### src/rtl/ndro_drv_pkg.sv
// Shared types and encodings for the NDRO pulse driver.
package ndro_drv_pkg;

    // Command opcode encodings on cmd_op
    localparam logic [1:0] ENC_NOP   = 2'b00;
    localparam logic [1:0] ENC_SET   = 2'b01;
    localparam logic [1:0] ENC_RESET = 2'b10;
    localparam logic [1:0] ENC_READ  = 2'b11;

    typedef enum logic [1:0] {
        OP_NOP   = ENC_NOP,
        OP_SET   = ENC_SET,
        OP_RESET = ENC_RESET,
        OP_READ  = ENC_READ
    } ndo_op_t;

    typedef enum logic [1:0] {
        S_IDLE,
        S_RD_WAIT,
        S_GAP
    } ndo_state_t;

endpackage

### src/rtl/toggle_pulse_det.sv
// Turns a toggle-encoded SFQ line into a one-cycle pulse by comparing it with
// its registered value. The history follows the line even in reset so that
// no phantom pulse appears when reset is released.
module toggle_pulse_det (
    input  logic clk,
    input  logic reset,
    input  logic tog_in,
    output logic pulse
);

    logic hist;

    // History register tracks the line level every cycle, including reset
    always_ff @(posedge clk) begin
        hist <= tog_in;
    end

    assign pulse = ~reset & (tog_in ^ hist);

endmodule

### src/rtl/ndro_pulse_driver.sv
// Command-driven driver around one NDRO cell: issues toggle-encoded
// set/reset/clk pulses with enforced spacing, times the read window on the
// cell's out line, and tracks a shadow bit, spurious-output flag and resout count.
module ndro_pulse_driver
    import ndro_drv_pkg::*;
#(
    parameter int SEP_CYC = 2,
    parameter int RD_WIN  = 4,
    parameter int CNT_W   = 8
) (
    input  logic             clk,
    input  logic             reset,
    input  logic             cmd_valid,
    input  logic [1:0]       cmd_op,
    output logic             cmd_ready,
    output logic             ndo_set,
    output logic             ndo_reset,
    output logic             ndo_clk,
    input  logic             ndo_out,
    input  logic             ndo_resout,
    output logic             rsp_valid,
    output logic             rsp_data,
    output logic             rsp_err,
    output logic             shadow,
    output logic             spur_err,
    output logic [CNT_W-1:0] resout_cnt
);

    localparam int MAX_CYC = (SEP_CYC > RD_WIN) ? SEP_CYC : RD_WIN;
    localparam int CW      = $clog2(MAX_CYC + 1);
    localparam logic [CW-1:0] GAP_LOAD = CW'(SEP_CYC - 1);
    localparam logic [CW-1:0] WIN_LOAD = CW'(RD_WIN - 1);

    ndo_state_t      state, state_n;
    logic [CW-1:0]   cnt, cnt_n;
    logic            tog_set, tog_rst, tog_clk;
    logic            shadow_n;
    logic            rsp_fire, rsp_bit;
    logic            out_pulse, resout_pulse;
    ndo_op_t         op;

    assign op        = ndo_op_t'(cmd_op);
    assign cmd_ready = (state == S_IDLE);

    toggle_pulse_det u_out_det (
        .clk    (clk),
        .reset  (reset),
        .tog_in (ndo_out),
        .pulse  (out_pulse)
    );

    toggle_pulse_det u_resout_det (
        .clk    (clk),
        .reset  (reset),
        .tog_in (ndo_resout),
        .pulse  (resout_pulse)
    );

    // Next-state logic: command decode, read-window timing and pulse spacing
    always_comb begin
        state_n  = state;
        cnt_n    = cnt;
        tog_set  = 1'b0;
        tog_rst  = 1'b0;
        tog_clk  = 1'b0;
        shadow_n = shadow;
        rsp_fire = 1'b0;
        rsp_bit  = 1'b0;
        case (state)
            S_IDLE: begin
                if (cmd_valid) begin
                    case (op)
                        OP_SET: begin
                            tog_set  = 1'b1;
                            shadow_n = 1'b1;
                            state_n  = S_GAP;
                            cnt_n    = GAP_LOAD;
                        end
                        OP_RESET: begin
                            tog_rst  = 1'b1;
                            shadow_n = 1'b0;
                            state_n  = S_GAP;
                            cnt_n    = GAP_LOAD;
                        end
                        OP_READ: begin
                            tog_clk  = 1'b1;
                            state_n  = S_RD_WAIT;
                            cnt_n    = WIN_LOAD;
                        end
                        default: ;
                    endcase
                end
            end
            S_RD_WAIT: begin
                if (out_pulse) begin
                    rsp_fire = 1'b1;
                    rsp_bit  = 1'b1;
                    state_n  = S_GAP;
                    cnt_n    = GAP_LOAD;
                end else if (cnt == '0) begin
                    rsp_fire = 1'b1;
                    state_n  = S_GAP;
                    cnt_n    = GAP_LOAD;
                end else begin
                    cnt_n = cnt - 1'b1;
                end
            end
            S_GAP: begin
                if (cnt == '0) begin
                    state_n = S_IDLE;
                end else begin
                    cnt_n = cnt - 1'b1;
                end
            end
            default: state_n = S_IDLE;
        endcase
    end

    // State, pulse lines, response and status registers
    always_ff @(posedge clk) begin
        if (reset) begin
            state      <= S_IDLE;
            cnt        <= '0;
            ndo_set    <= 1'b0;
            ndo_reset  <= 1'b0;
            ndo_clk    <= 1'b0;
            shadow     <= 1'b0;
            rsp_valid  <= 1'b0;
            rsp_data   <= 1'b0;
            rsp_err    <= 1'b0;
            spur_err   <= 1'b0;
            resout_cnt <= '0;
        end else begin
            state     <= state_n;
            cnt       <= cnt_n;
            ndo_set   <= ndo_set ^ tog_set;
            ndo_reset <= ndo_reset ^ tog_rst;
            ndo_clk   <= ndo_clk ^ tog_clk;
            shadow    <= shadow_n;
            rsp_valid <= rsp_fire;
            rsp_data  <= rsp_fire & rsp_bit;
            rsp_err   <= rsp_fire & (rsp_bit ^ shadow);
            if (out_pulse && (state != S_RD_WAIT)) begin
                spur_err <= 1'b1;
            end
            if (resout_pulse && (resout_cnt != '1)) begin
                resout_cnt <= resout_cnt + 1'b1;
            end
        end
    end

endmodule

### config.mk
export PLATFORM = sky130hd
export DESIGN_NAME = ndro_pulse_driver
export DESIGN_NICKNAME = d
export VERILOG_FILES = /design/src/rtl/ndro_drv_pkg.sv /design/src/rtl/toggle_pulse_det.sv /design/src/rtl/ndro_pulse_driver.sv
export SDC_FILE = /design/constraint.sdc
export NUM_CORES = 1
export LEC_CHECK = 0
export BUFFER_PORTS_ARGS = -buffer_cell sky130_fd_sc_hd__buf_2
export CORE_UTILIZATION = 50
export CTS_BUF_LIST = sky130_fd_sc_hd__clkbuf_2
export CTS_CLUSTER_DIAMETER = 60
export DETAILED_ROUTE_END_ITERATION = 16
export GPL_TIMING_DRIVEN = 1
export PLACE_DENSITY_LB_ADDON = 0.05
export SKIP_CTS_REPAIR_TIMING = 1
export SLEW_MARGIN = 20
export SYNTH_ARGS = -nofsm -noshare
export SYNTH_HDL_FRONTEND = slang
export SYNTH_HIERARCHICAL = 1
export SYNTH_SLANG_ARGS = --single-unit
### constraint.sdc
create_clock -name clk -period 1.6 [get_ports clk]
set_clock_uncertainty 0.05 [all_clocks]
set_input_delay 0.16 -clock clk [delete_from_list [all_inputs] [get_ports clk]]
set_output_delay 0.16 -clock clk [all_outputs]
set_load 0.02 [all_outputs]
; ---- After elaboration in Yosys (flattened, before gate mapping)
; Index checks and enable logic that the tools add are counted.
[classes]
reduce_logical = 10
mux = 27
addsub = 2
bitwise = 11
eq_ne = 12
[op_table]
columns = cell, count
row1 = 1-bit 2-to-1 mux, 14
row2 = 3-bit 2-to-1 mux, 4
row3 = 3-bit case mux with 3 select lines, 1
row4 = 8-bit by 1-bit adder with 8-bit output (second input constant), 1
row5 = 2-bit 2-to-1 mux, 4
row6 = 8-bit != test (second input constant), 1
row7 = 4-bit AND reduction, 2
row8 = 2-bit == test (second input constant), 3
row9 = 2-bit != test (second input constant), 3
row10 = 2-bit case mux with 3 select lines, 1
row11 = 3-bit case mux with 2 select lines, 1
row12 = 1-bit bitwise XOR, 6
row13 = 1-bit AND, 4
row14 = 2-bit by 1-bit == test with 1-bit output (second input constant), 2
row15 = 2-bit case mux with 2 select lines, 1
row16 = 3-bit zero test, 1
row17 = 3-bit by 2-bit != test with 1-bit output (second input constant), 1
row18 = 3-bit != test (second input constant), 1
row19 = 3-bit AND reduction, 1
row20 = 3-bit nonzero test, 1
row21 = 3-bit by 1-bit subtractor with 3-bit output (second input constant), 1
row22 = 1-bit logical AND, 2
row23 = 2-bit zero test, 1
row24 = 2-bit by 1-bit != test with 1-bit output (second input constant), 1
row25 = other kinds (4), 4
[word_totals]
inputBits = 7
elab_cells = 75
ff_bits = 23
out_inout_bits = 17

; ---- Depth between registers and ports, before layout
; Gate-level depths: netlist of the first run.
[depth]
depth_word = 6
mapped_depth = 6
mapped_depth_nobuf = 6

; ---- By module
; Netlist of the first run, hierarchy kept.
[by_module_without_submodules]
columns = mod, cells_per_inst, n_inst, area_each_um2, seq_area_each_um2
row1 = ndro_pulse_driver, 124, 1, 1097.3, 420.4
row2 = toggle_pulse_det, 3, 2, 32.5, 20.0

; ---- Least setup slack after synthesis of the first run
; No wires, ideal clock.
[synth_path]
path_kind = reg2reg
startpoint = register state[1]
endpoint = register cnt[2]
path_slack_ps = 10
period_less_slack_ps = 1590
setup_time_ps = 88
n_path_buf = 0
stages_incl_launch_ff = 7
t_required_ps = 1462
arrival_time_ps = 1452
cell_sequence = dfxtp_1 > inv_1 > ha_1 > and2b_1 > a21oi_2 > or4b_4 > o32ai_2
[synth_via]
elab_chain_cells = 3
elab_cells_between_ends = 9
cone_classes = 5 x eq/ne / 1 x mux / 3 x reduce/logical
[synth_lines]
columns = item, line_no
row1 = start: declaration, ndro_pulse_driver.sv:34  ; ndo_state_t state, state_n;
row2 = start signal: assignment, ndro_pulse_driver.sv:134  ; state <= state_n;
row3 = 2-bit == test (tied with other cells), ndro_pulse_driver.sv:69  ; case (state)
row4 = 2-bit != test (no line) (tied with other cells), -
row5 = 4-bit AND reduction (no line), -
row6 = end signal: assignment, ndro_pulse_driver.sv:135  ; cnt <= cnt_n;
row7 = end: declaration, ndro_pulse_driver.sv:35  ; logic [CW-1:0] cnt, cnt_n;
; Several ways; a longest one is shown, not always the timed one.
; A chain may end at the register's enable or synchronous reset.

; ---- Worst setup path after layout of the first run
[layout_path]
startpoint = register u_out_det.hist
endpoint = register cnt[2]
[layout_via]
elab_chain_cells = 4
[layout_lines]
columns = item, line_no
row1 = start: declaration, toggle_pulse_det.sv:11  ; logic hist;
row2 = start signal: assignment, toggle_pulse_det.sv:15  ; hist <= tog_in;
row3 = 1-bit bitwise XOR, toggle_pulse_det.sv:18  ; assign pulse = ~reset & (tog_in ^ hist);
row4 = 1-bit AND, toggle_pulse_det.sv:18
row5 = named net out_pulse, ndro_pulse_driver.sv:39  ; logic out_pulse, resout_pulse;
row6 = 3-bit 2-to-1 mux, ndro_pulse_driver.sv:95  ; if (out_pulse) begin
row7 = 3-bit case mux with 3 select lines, ndro_pulse_driver.sv:69
; The timed path passes the listed nets, and every way through them passes these cells.

==> impl.org, run 1 <==
** Route
- Before antenna repair, the detailed router went through 4 iterations.
- After detailed routing, the total wire length is roughly 2.4 mm.
- Starting DRC count in detailed routing :: 8
- The detail route stage leaves a number of antenna-violating nets equal to 0.
- Via/cell ratio :: 5.16
- Remaining DRCs :: 0
- In the final routed layout, each cell accounts on average for 12.2 um.
- Summing over every cut layer, the via total after detailed routing is ~1000.

** Die
- For this configuration, the core starts out at a cell density of 0.531.
- The die covers around 0.0025 mm^2.
- Width of the die :: roughly 50 um
- The initialized floorplan defines 17 standard-cell rows.
- After floorplanning, the core was sized to cover 0.00219 mm^2.
- In this run the vertical extent of the chip is 50.2 um.
- 24 I/O pins were placed.

** STA
- The max-slew violation count came to 0.
- After layout, the worst setup slack is -105 ps.
- Ratio of final minimum period to clock period :: 1.07
- Setup repair after global routing could not meet its margin everywhere.
- Final period demand of the worst path :: 1700 ps
- The hold violation total from the final report came to 0.
- At the pin with the least slew margin, the transition time is ~310 ps.
- In this run the tightest slew margin relative to its limit is 0.790.
- Setup violations remaining at the end of the flow were counted as 2.
- On the final layout, the worst hold slack is 30.3 ps.
- Achievable frequency :: around 590 MHz

** Place
- At the placement stage, the worst setup path has a slack of -56.2 ps.
- Final HPWL from detailed placement :: 1.82 mm
- GPL Wtd Cong :: 0.803
- In this run the tool buffered the top-level ports with 23 buffer cells.

** Synthesis
- Post-synth top area share :: 0.396
- When the netlist entered floorplanning its net count stood at 147.
- Counting every instance in the synthesized netlist gives 130.
- After synthesis, the cell types taking the most area are dfxtp_1 40%, ha_1 11%, nor2_1 5.5%.
- Count of state elements after synthesis :: 23
- Count of distinct cell types in the synthesized netlist :: 33
- Combined area of all synthesized cells :: 0.00116 mm^2
- For this run, the number of Yosys warnings is 6.
- The biggest area contributor in the post-synthesis netlist is dfxtp_1.
- The share of the Yosys chip area taken by registers is 0.396.
- Each instance of the synthesized netlist takes up on average 8.94 um^2.

** Pwr
- Peak supply drop :: 0.000764 V
- Leak pwr :: 0.000692 uW
- Cell internal power was estimated by the tool at 946 uW.
- Proportion of power drawn by the clock network :: 0.158
- Dividing total power by cell area gives a power density of 1000 mW/mm^2.
- Of the total power, combinational logic draws 0.393.
- Net Sw Power :: 519 uW
- Switching part of the total :: 0.354
- Power share of the sequential group :: 0.449

** Setup path
- In this run the worst path has a maximum fanout of 3.
- Crit path kind :: reg2reg
- Slowest Stage Delay on Critical Path :: 480 ps
- Reg-to-reg setup timing slack :: -100 ps
- The critical path goes through xnor2_2, nor2_2, and2b_1, a21oi_2, or4b_4, o32ai_2.
- Kind of end point of the critical path :: register
- Crit path required time :: 1810 ps
- Data arrives at the worst endpoint at 1920 ps.
- Startpoint class of the critical path :: register
- The slowest stage of the critical path belongs to the cell or4b_4.

** Outcome
- The flow ran to the end, but the final reports show violations.
- The final reports fail on setup timing.

** Global routing
- For this run, the total global-route usage over all layers was measured as 0.209.
- Global-route congestion overflow total :: 0
- First-pass GRT wire length :: 4.06 mm
- The number of global-route vias before repair was 934.
- Entering global routing, the biggest net connects 19 pins.
- Number of antenna violations at the first check in global routing :: 0

** Finish
- The layout has 198 filler cells.
- Most frequent cells in the layout :: 23 x buf_2, 20 x dfxtp_1, 16 x nor2_1
- Of the cells placed in the final design, the portion with a size suffix greater than 1 is 0.300.
- 0 antenna diodes ended up in the layout.
- The area growth from synthesis to layout is 25.6%.
- Commonest non-fill, non-tap cell in the layout :: buf_2
- Count of nets after finishing :: 188
- For this run, the share of the core covered by cells in the final layout is 0.666.

** Clocking
- Total number of clock tree sinks :: 23
- CTS HTree Levels :: 1
- Clock transition at the registers of the reported paths :: roughly 220 ps
- CTS tree :: built
- The tree is rooted in a clkbuf_2.
- Clock latency at the later pin of the worst-skew pair :: 320 ps
- Cts bufs inserted :: 3
- The clock passes through at most 2 buffers.

** Run
- Max Cap Violations :: 0

** Min path
- The path class of the tightest hold or removal check is in2reg.
-- power by group through the flow --
stage | sequential (uW) | combinational (uW) | clock [uW]
after floorplan | 687 | 329 | 0
after global placement | 664 | 527 | 0
after detailed placement | 666 | 551 | 0
after CTS | 655 | 555 | 242
after global routing | 663 | 635 | 256
final | 657 | 576 | 232
-- synth_stat cells, drive strengths merged --
library cell	number
nand2b	2
xnor2	2
or4b	1
a21oi	9
dfxtp	23
and4	1
o32ai	1
nor2b	3
ha	10
and2	1
xor2	7
or3	1
o211ai	3
o21ai	4
nor2	17
mux2i	3
nor3b	1
nor4	1
clkbuf	2
a21o	1
a211oi	2
inv	10
a311oi	3
nand2	7
nand3	6
nor3	1
o221a	1
nand4	2
o311a	1
and3	3
and2b	1
-- area by class of cell --
type	instances	area (um^2)	share of cell area
clock buffers	3	15.0	0.0103
clock inverters	1	5.00	0.00343
inverters	10	37.5	0.0257
multi-input cells	95	671	0.459
flip-flops and latches	23	464	0.318
well taps	28	35.0	0.0240
repair buffers	38	233	0.159
-- kinds of logic after synthesis --
logic type | Yosys count | share of synthesized area
XOR/XNOR | 9 | 0.0678
multiplexers | 3 | 0.0258
adder cells (fa/ha/maj) | 10 | 0.108
flip-flops | 23 | 0.396
buffers and inverters | 12 | 0.0388
AND/OR/NAND/NOR | 48 | 0.210
AO/OA/AOI/OAI | 25 | 0.154
-- worst max-delay path: cells and delay by family (launching register included) --
family | cells | cell delay [ps]
xor+xnor | 1 | 140
simple gates | 3 | 760
compound gates | 2 | 310
flops | 1 | 370
-- metal layers --
metal | share of wire | vias to the layer above | global-route usage | routed length [um]
met5 | 0 | - | 0 | 0
met4 | 0.0066 | 0 | 0.0714 | 16
met3 | 0.032 | 2 | 0.0394 | 78
met2 | 0.45 | 20 | 0.333 | 1080
met1 | 0.51 | 467 | 0.282 | 1230
li1 | - | 533 | - | -
-- stage by stage --
stage                     TNS (ps)  total power (uW)  cell area, um^2  cells
after detailed placement     -56.2              1220             1390    190
after CTS                     -134              1450             1410    194
after global placement           0              1190             1390    190
after global routing          -560              1550             1460    198
after floorplan                  0              1020             1160    130
final                         -111              1460             1460    198
-- path summary, 6_finish.rpt --
check	startpoint	endpoint	cells past startpoint
max	u_out_det/hist	cnt[2]	6
min	reset	cnt[1]	2
max reg2reg	u_out_det/hist	cnt[2]	6
min reg2reg	spur_err	spur_err	2
-- state kept, by name, summed over array words and instances (netlist names) --
register / flops
u_out_det/hist: 1
ndo_reset: 1
resout_cnt: 8
ndo_set: 1
rsp_err: 1
rsp_data: 1
cnt: 3
shadow: 1
u_resout_det/hist: 1
rsp_valid: 1
state: 2
ndo_clk: 1
spur_err: 1
No activity file was read; power rests on OpenSTA's default activity.
==> run 2, diff against run 1 <==
--- a/config.mk
+++ b/config.mk
@@ -6,7 +6,7 @@
 export NUM_CORES = 1
 export LEC_CHECK = 0
 export BUFFER_PORTS_ARGS = -buffer_cell sky130_fd_sc_hd__buf_2
-export CORE_UTILIZATION = 50
+export CORE_UTILIZATION = 45
 export CTS_BUF_LIST = sky130_fd_sc_hd__clkbuf_2
 export CTS_CLUSTER_DIAMETER = 60
 export DETAILED_ROUTE_END_ITERATION = 16
==> impl.org, run 2 (synthesis results as in run 1) <==
** Die
- Pin placement for this block handled 24 I/O pins.
- The floorplan step set the die height to 52.8 um.
- Starting density of the core :: 0.473
- Number of standard-cell rows in the floorplan :: 18
- Core ar. :: approximately 0.0025 mm^2
- Width of the die :: 52.8 um
- The die covers 0.00279 mm^2.

** Clocking
- In this run the deepest clock path goes through 2 buffers.
- The cell sitting at the root of the clock tree is a clkbuf_2.
- CTS HTree Levels :: 1
- Cts bufs inserted :: 3
- TritonCTS built the clock tree.
- Clock latency at the later pin of the worst-skew pair :: 330 ps
- CTS saw 23 sinks.
- After clock tree synthesis, the clock-pin slew on the worst setup and hold paths is between 200 and 250 ps.

** Global routing
- Largest net degree at the start of global routing :: 21
- The total overflow left after global routing is 0.
- Across every metal layer, demand over resource in global routing totals 0.181.
- First-pass GRT wire length :: 3.74 mm
- The number of antenna violations at the first check in global routing came to 0.
- The number of global-route vias before repair was roughly 860.

** Setup path
- In this design, the stage delay of the slowest critical-path cell is 480 ps.
- Largest fanout on the critical path :: 3
- The worst setup path is of the reg2reg kind.
- Kind of end point of the critical path :: register
- Critical path cell sequence :: xnor2_1, nor2_1, and2b_1, a21oi_2, or4b_4, o32ai_2
- Crit path required time :: 1820 ps
- STA classifies the critical path startpoint as a register.
- Critical-path top delay cell :: or4b_4
- Data arrival time of the worst path :: between 1500 and 2000 ps

** Route
- After detailed routing, the number of remaining DRC violations is 0.
- Via/cell ratio :: 5.02
- After the first detailed-routing iteration, the DRC count stood at 14.
- Per-cell routed wire length :: ~11 um
- The routed design uses roughly 1000 um of met2 wire.
- Detailed routing inserted a total of 1015 vias.
- Top routing layer in use :: met4
- Wire length on met3 :: 88 um
- The detailed router put a total of 1.23 mm of wire on met1.
- Antenna Violating Nets Remaining :: 0
- Router iterations before antenna repair :: 4
- Summed over all layers, the routed wires come to 2.30 mm.

** Finish
- Ant. Diodes :: 0
- Registers with the highest flip-flop counts :: resout_cnt: 8 flops, cnt: 3 flops, state: 2 flops
- Leaving out fill and tap cells, the most frequent cell in the layout is buf_2.
- More flip-flops sit in one register than any other, and that register is resout_cnt.
- Flip-flop count of the largest register, all copies and words added :: 8
- Share of final-layout standard cells stronger than drive strength 1 :: 0.308
- Final core utilization :: 0.603
- From synthesis to final layout, the design area changed by 27.3%.
- Count of nets after finishing :: 190
- The library cells used most frequently in the layout, excluding fill and tap cells, are 22 x buf_2, 21 x dfxtp_1, 17 x nor2_1.

** Pwr
- Leak pwr :: between 0.0006 and 0.0007 uW
- Power spread over the standard cell area amounts to slightly below 1000 mW/mm^2.
- The worst-case IR drop observed on VDD is 0.000678 V.

** STA
- Ratio of final minimum period to clock period :: 1.03
- Setup repair after global routing could not meet its margin everywhere.
- Slew HR :: 0.828
- Once routing completed, OpenROAD measured the worst setup slack at -47.2 ps.
- For the pin with the worst max-slew slack, the measured transition is between 200 and 300 ps.
- Achievable frequency :: 607 MHz
- The hold violation total from the final report is 0.
- Final setup vio count :: 1
- Final period demand of the worst path :: 1650 ps
- Final number of max-transition violations :: 0

** Place
- Placement-stage worst setup slack :: -23.7 ps
- Detailed placement finished with a half-perimeter wire length of 1.70 mm.
- Port-buffer cells :: 23
- At the end of routability-driven placement, the weighted congestion stood at 0.775.

** Run
- Max Cap Violations :: 0

** Outcome
- Run status :: finished, violations left
- The checks that failed: setup timing.

** Min path
- Class of the tightest hold or removal check :: in2reg
[run 2: changes by cell type in the layout (fill, tap and decap cells not counted), sizes merged]
| cell | change |
|---|---|
| buf | +1 |
| dlygate4sd3 | +1 |
[run 2: where the power goes]
part	internal [uW]	leakage (uW)	switching, uW
Combinational	278	0.000493	309
Sequential	623	0.000189	26.4
Clock	56.7	0.0000164	177
[run 2: per-stage QoR]
stage | area (um^2) | TNS (ps) | std cells | hold WS [ps] | total power (uW)
floorplan | 1160 | 0 | 130 | 138 | 1020
global placement | 1410 | 0 | 194 | 237 | 1220
detailed placement | 1410 | -23.7 | 194 | 239 | 1220
CTS | 1430 | -81.7 | 198 | -131 | 1460
global route | 1480 | -411 | 202 | 54.9 | 1580
finish | 1480 | -47.2 | 202 | 87.7 | 1470
[run 2: final cells by class]
cell class | count | area (um^2)
Fill cell | 228 | 975
Multi-Input combinational cell | 95 | 669
Sequential cell | 23 | 463
Timing Repair Buffer | 40 | 253
Inverter | 10 | 37.5
Tap cell | 30 | 37.5
Clock buffer | 3 | 15.0
Clock inverter | 1 | 5.00
[run 2: routing by layer]
metal  GRT usage  up-vias
met3      0.0435        2
met2       0.270       19
li1            -      538
met5           0        -
met4      0.0395        0
met1       0.259      456
[run 2: worst max-delay path, delay by kind of cell (launching register included)]
kind | cells | cell delay, ps
flip-flops | 1 | 360
AO/OA/AOI/OAI | 2 | 270
XOR/XNOR | 1 | 150
AND/OR/NAND/NOR | 3 | 770
[run 2: final timing paths]
path | start | end | slack [ps] | cells past startpoint
max | u_out_det/hist | cnt[2] | -50 | 6
min reg2reg | spur_err | spur_err | 450 | 2
max reg2reg | u_out_det/hist | cnt[2] | -50 | 6
min | cmd_valid | state[0] | 90 | 3
==> run 3, diff against run 2 <==
--- a/config.mk
+++ b/config.mk
@@ -11,7 +11,7 @@
 export CTS_CLUSTER_DIAMETER = 60
 export DETAILED_ROUTE_END_ITERATION = 16
 export GPL_TIMING_DRIVEN = 1
-export PLACE_DENSITY_LB_ADDON = 0.05
+export PLACE_DENSITY = 0.7
 export SKIP_CTS_REPAIR_TIMING = 1
 export SLEW_MARGIN = 20
 export SYNTH_ARGS = -nofsm -noshare
==> impl.org, run 3 (synthesis results as in run 1) <==
** Setup path
- Reg-to-reg setup timing slack :: -80 ps
- In this run the critical register-to-register path is launched from u_out_det/hist.
- Counting cells, the worst reg-to-reg path comes to 6.
- The worst register-to-register path ends at cnt[2].
- Data arrival time of the worst path :: about 1900 ps
- Startpoint class of the critical path :: register
- Critical path launch point :: u_out_det/hist
- STA classifies the critical path endpoint as a register.
- Data on the critical path is required at its endpoint by 1820 ps.
- Along the worst path, the maximum fanout reaches 3.
- Crit path kind :: reg2reg

** Pwr
- Leak pwr :: 0.000691 uW
- Power consumption :: 1480 uW
- Peak supply drop :: 0.000619 V
- Pwr dens :: between 900 and 1000 mW/mm^2

** Finish
- Flip-flop count of the largest register, all copies and words added :: 8
- The repair_antennas step left the layout with diodes totalling 0.
- The final layout contains 187 nets.
- Share of final-layout standard cells stronger than drive strength 1 :: 0.337
- The top cell types in the final layout, fill and taps aside, are 23 x buf_2, 19 x dfxtp_1, 16 x nor2_1.
- Layout-stage area growth over the synthesis result :: 27.6%
- Registers with the highest flip-flop counts :: resout_cnt: 8 flops, cnt: 3 flops, state: 2 flops
- More flip-flops sit in one register than any other, and that register is resout_cnt.
- Summing all non-filler instances in the final layout gives an area of around 0.0015 mm^2.
- Fill count :: roughly 220
- Once layout is complete, the utilization of the core stands at 0.604.
- Commonest non-fill, non-tap cell in the layout :: buf_2

** Clocking
- For this design, the sink count on the clock tree is 23.
- Clock latency on the worst-skew pair, taken at its later pin, is ~330 ps.
- Max Root-Sink Buffers :: 2
- Cts bufs inserted :: 3
- CTS tree :: built
- In this run the number of H-tree levels came out at 1.
- Clock transition at the registers of the reported paths :: 210 ps
- In this run the clock root is driven by a clkbuf_2.

** Route
- Remaining DRCs :: 0
- Once detail routing completed, the nets flagged for antenna violations numbered 0.
- The routed design has about 2.4 mm of wire.
- In the final routed layout, each cell accounts on average for 12.0 um.
- Starting DRC count in detailed routing :: 25
- Vias after detailed routing :: 1031
- Router iterations before antenna repair :: 4
- Via/cell ratio :: 5.18

** STA
- At the pin with the least slew margin, the transition time is 319 ps.
- Tightest hold margin :: 76.5 ps
- Final period demand of the worst path :: 1680 ps
- The max-slew violation count came to 0.
- The hold violation total from the final report was 0.
- Based on the critical path, the design can be clocked at up to between 500 and 600 MHz.
- Of the available clock period, the critical path in the final layout requires 1.05.
- Across all setup checks in the final design, the least slack found is -77.1 ps.
- Final setup vio count :: 3
- Slew HR :: 0.785
- RSZ-0062 raised after global routing :: yes

** Global routing
- For this run the aggregate overflow at the end of global routing stands at 0.
- Entering global routing, the biggest net connects 17 pins.
- Global-route layer with the greatest usage :: met2
- Number of antenna violations at the first check in global routing :: 0
- The first global-routing pass estimated 3.89 mm of wire.
- Combined global-route utilization of all metal layers :: 0.191
- In the global route stage, met2 resource usage came out at 0.312.
- Number of global-route vias before repair :: between 900 and 1000
- Fraction of met1 tracks used by global routing :: 0.247
- For met3 alone, demand over resource in global routing was 0.0667.

** Min path
- The worst hold path begins at cmd_valid.
- The worst hold path passes through 3 cells.
- Hold worst-path end :: state[0]
- The path class of the tightest hold or removal check is in2reg.

** Place
- Summed over all nets, the half-perimeter wirelength after detailed placement is 1.75 mm.
- Summing all placed instances gives a cell area of 0.00139 mm^2.
- The count of buffers added on input and output ports is 23.
- GPL Wtd Cong :: 0.891

** Die
- Starting density of the core :: 0.473
- In this run the horizontal extent of the chip is roughly 53 um.
- Row generation in the floorplan step produced 18 rows.
- I/O pin count :: 24
- From bottom edge to top edge, the die measures 52.8 um.
- Core ar. :: roughly 0.0025 mm^2
- Area enclosed by the die boundary :: ~0.0028 mm^2

** Outcome
- The checks that failed: setup timing.
- The flow ran to the end, but the final reports show violations.

** Run
- Max Cap Violations :: 0
## run 3: layer usage
| metal | part of all wire | up-vias |
|---|---|---|
| li1 | - | 531 |
| met1 | 0.51 | 472 |
| met2 | 0.44 | 26 |
| met3 | 0.049 | 2 |
| met4 | 0.0042 | 0 |
| met5 | 0 | - |
## run 3: critical path: stages (launching register included)
cell and delay (ps):
dfxtp_2 380, xnor2_2 140, nor2_1 70, and2b_1 220, a21oi_2 80, or4b_4 480, o32ai_2 200
## run 3: worst max path at each step
stage,to,slack [ps],cells past startpoint
after global placement,cnt[2],-2,5
after global routing,cnt[2],-130,6
after CTS,cnt[2],-110,5
after detailed placement,cnt[2],-70,5
after floorplan,cnt[2],10,6
final,cnt[2],-80,6
## run 3: cell type report
type | instances | area (um^2) | area share
multi-input cells | 95 | 697 | 0.470
flip-flops and latches | 23 | 465 | 0.314
repair buffers | 37 | 225 | 0.152
inverters | 10 | 37.5 | 0.0253
well taps | 30 | 37.5 | 0.0253
clock buffers | 4 | 20.0 | 0.0135
## run 3: through the flow
stage,TNS (ps),setup WS [ps],std cells
CTS,-137,-108,196
detailed placement,-72.0,-72.0,192
global placement,-2.31,-2.31,192
finish,-145,-77.1,199
global route,-376,-132,199
floorplan,0,9.70,130
## run 3: where the power goes
group / internal [uW] / switching (uW) / leakage (uW) / total [uW]
Sequential: 627 / 32.9 / 0.000189 / 660
Clock: 66.1 / 171 / 0.0000166 / 237
Combinational: 262 / 322 / 0.000486 / 584
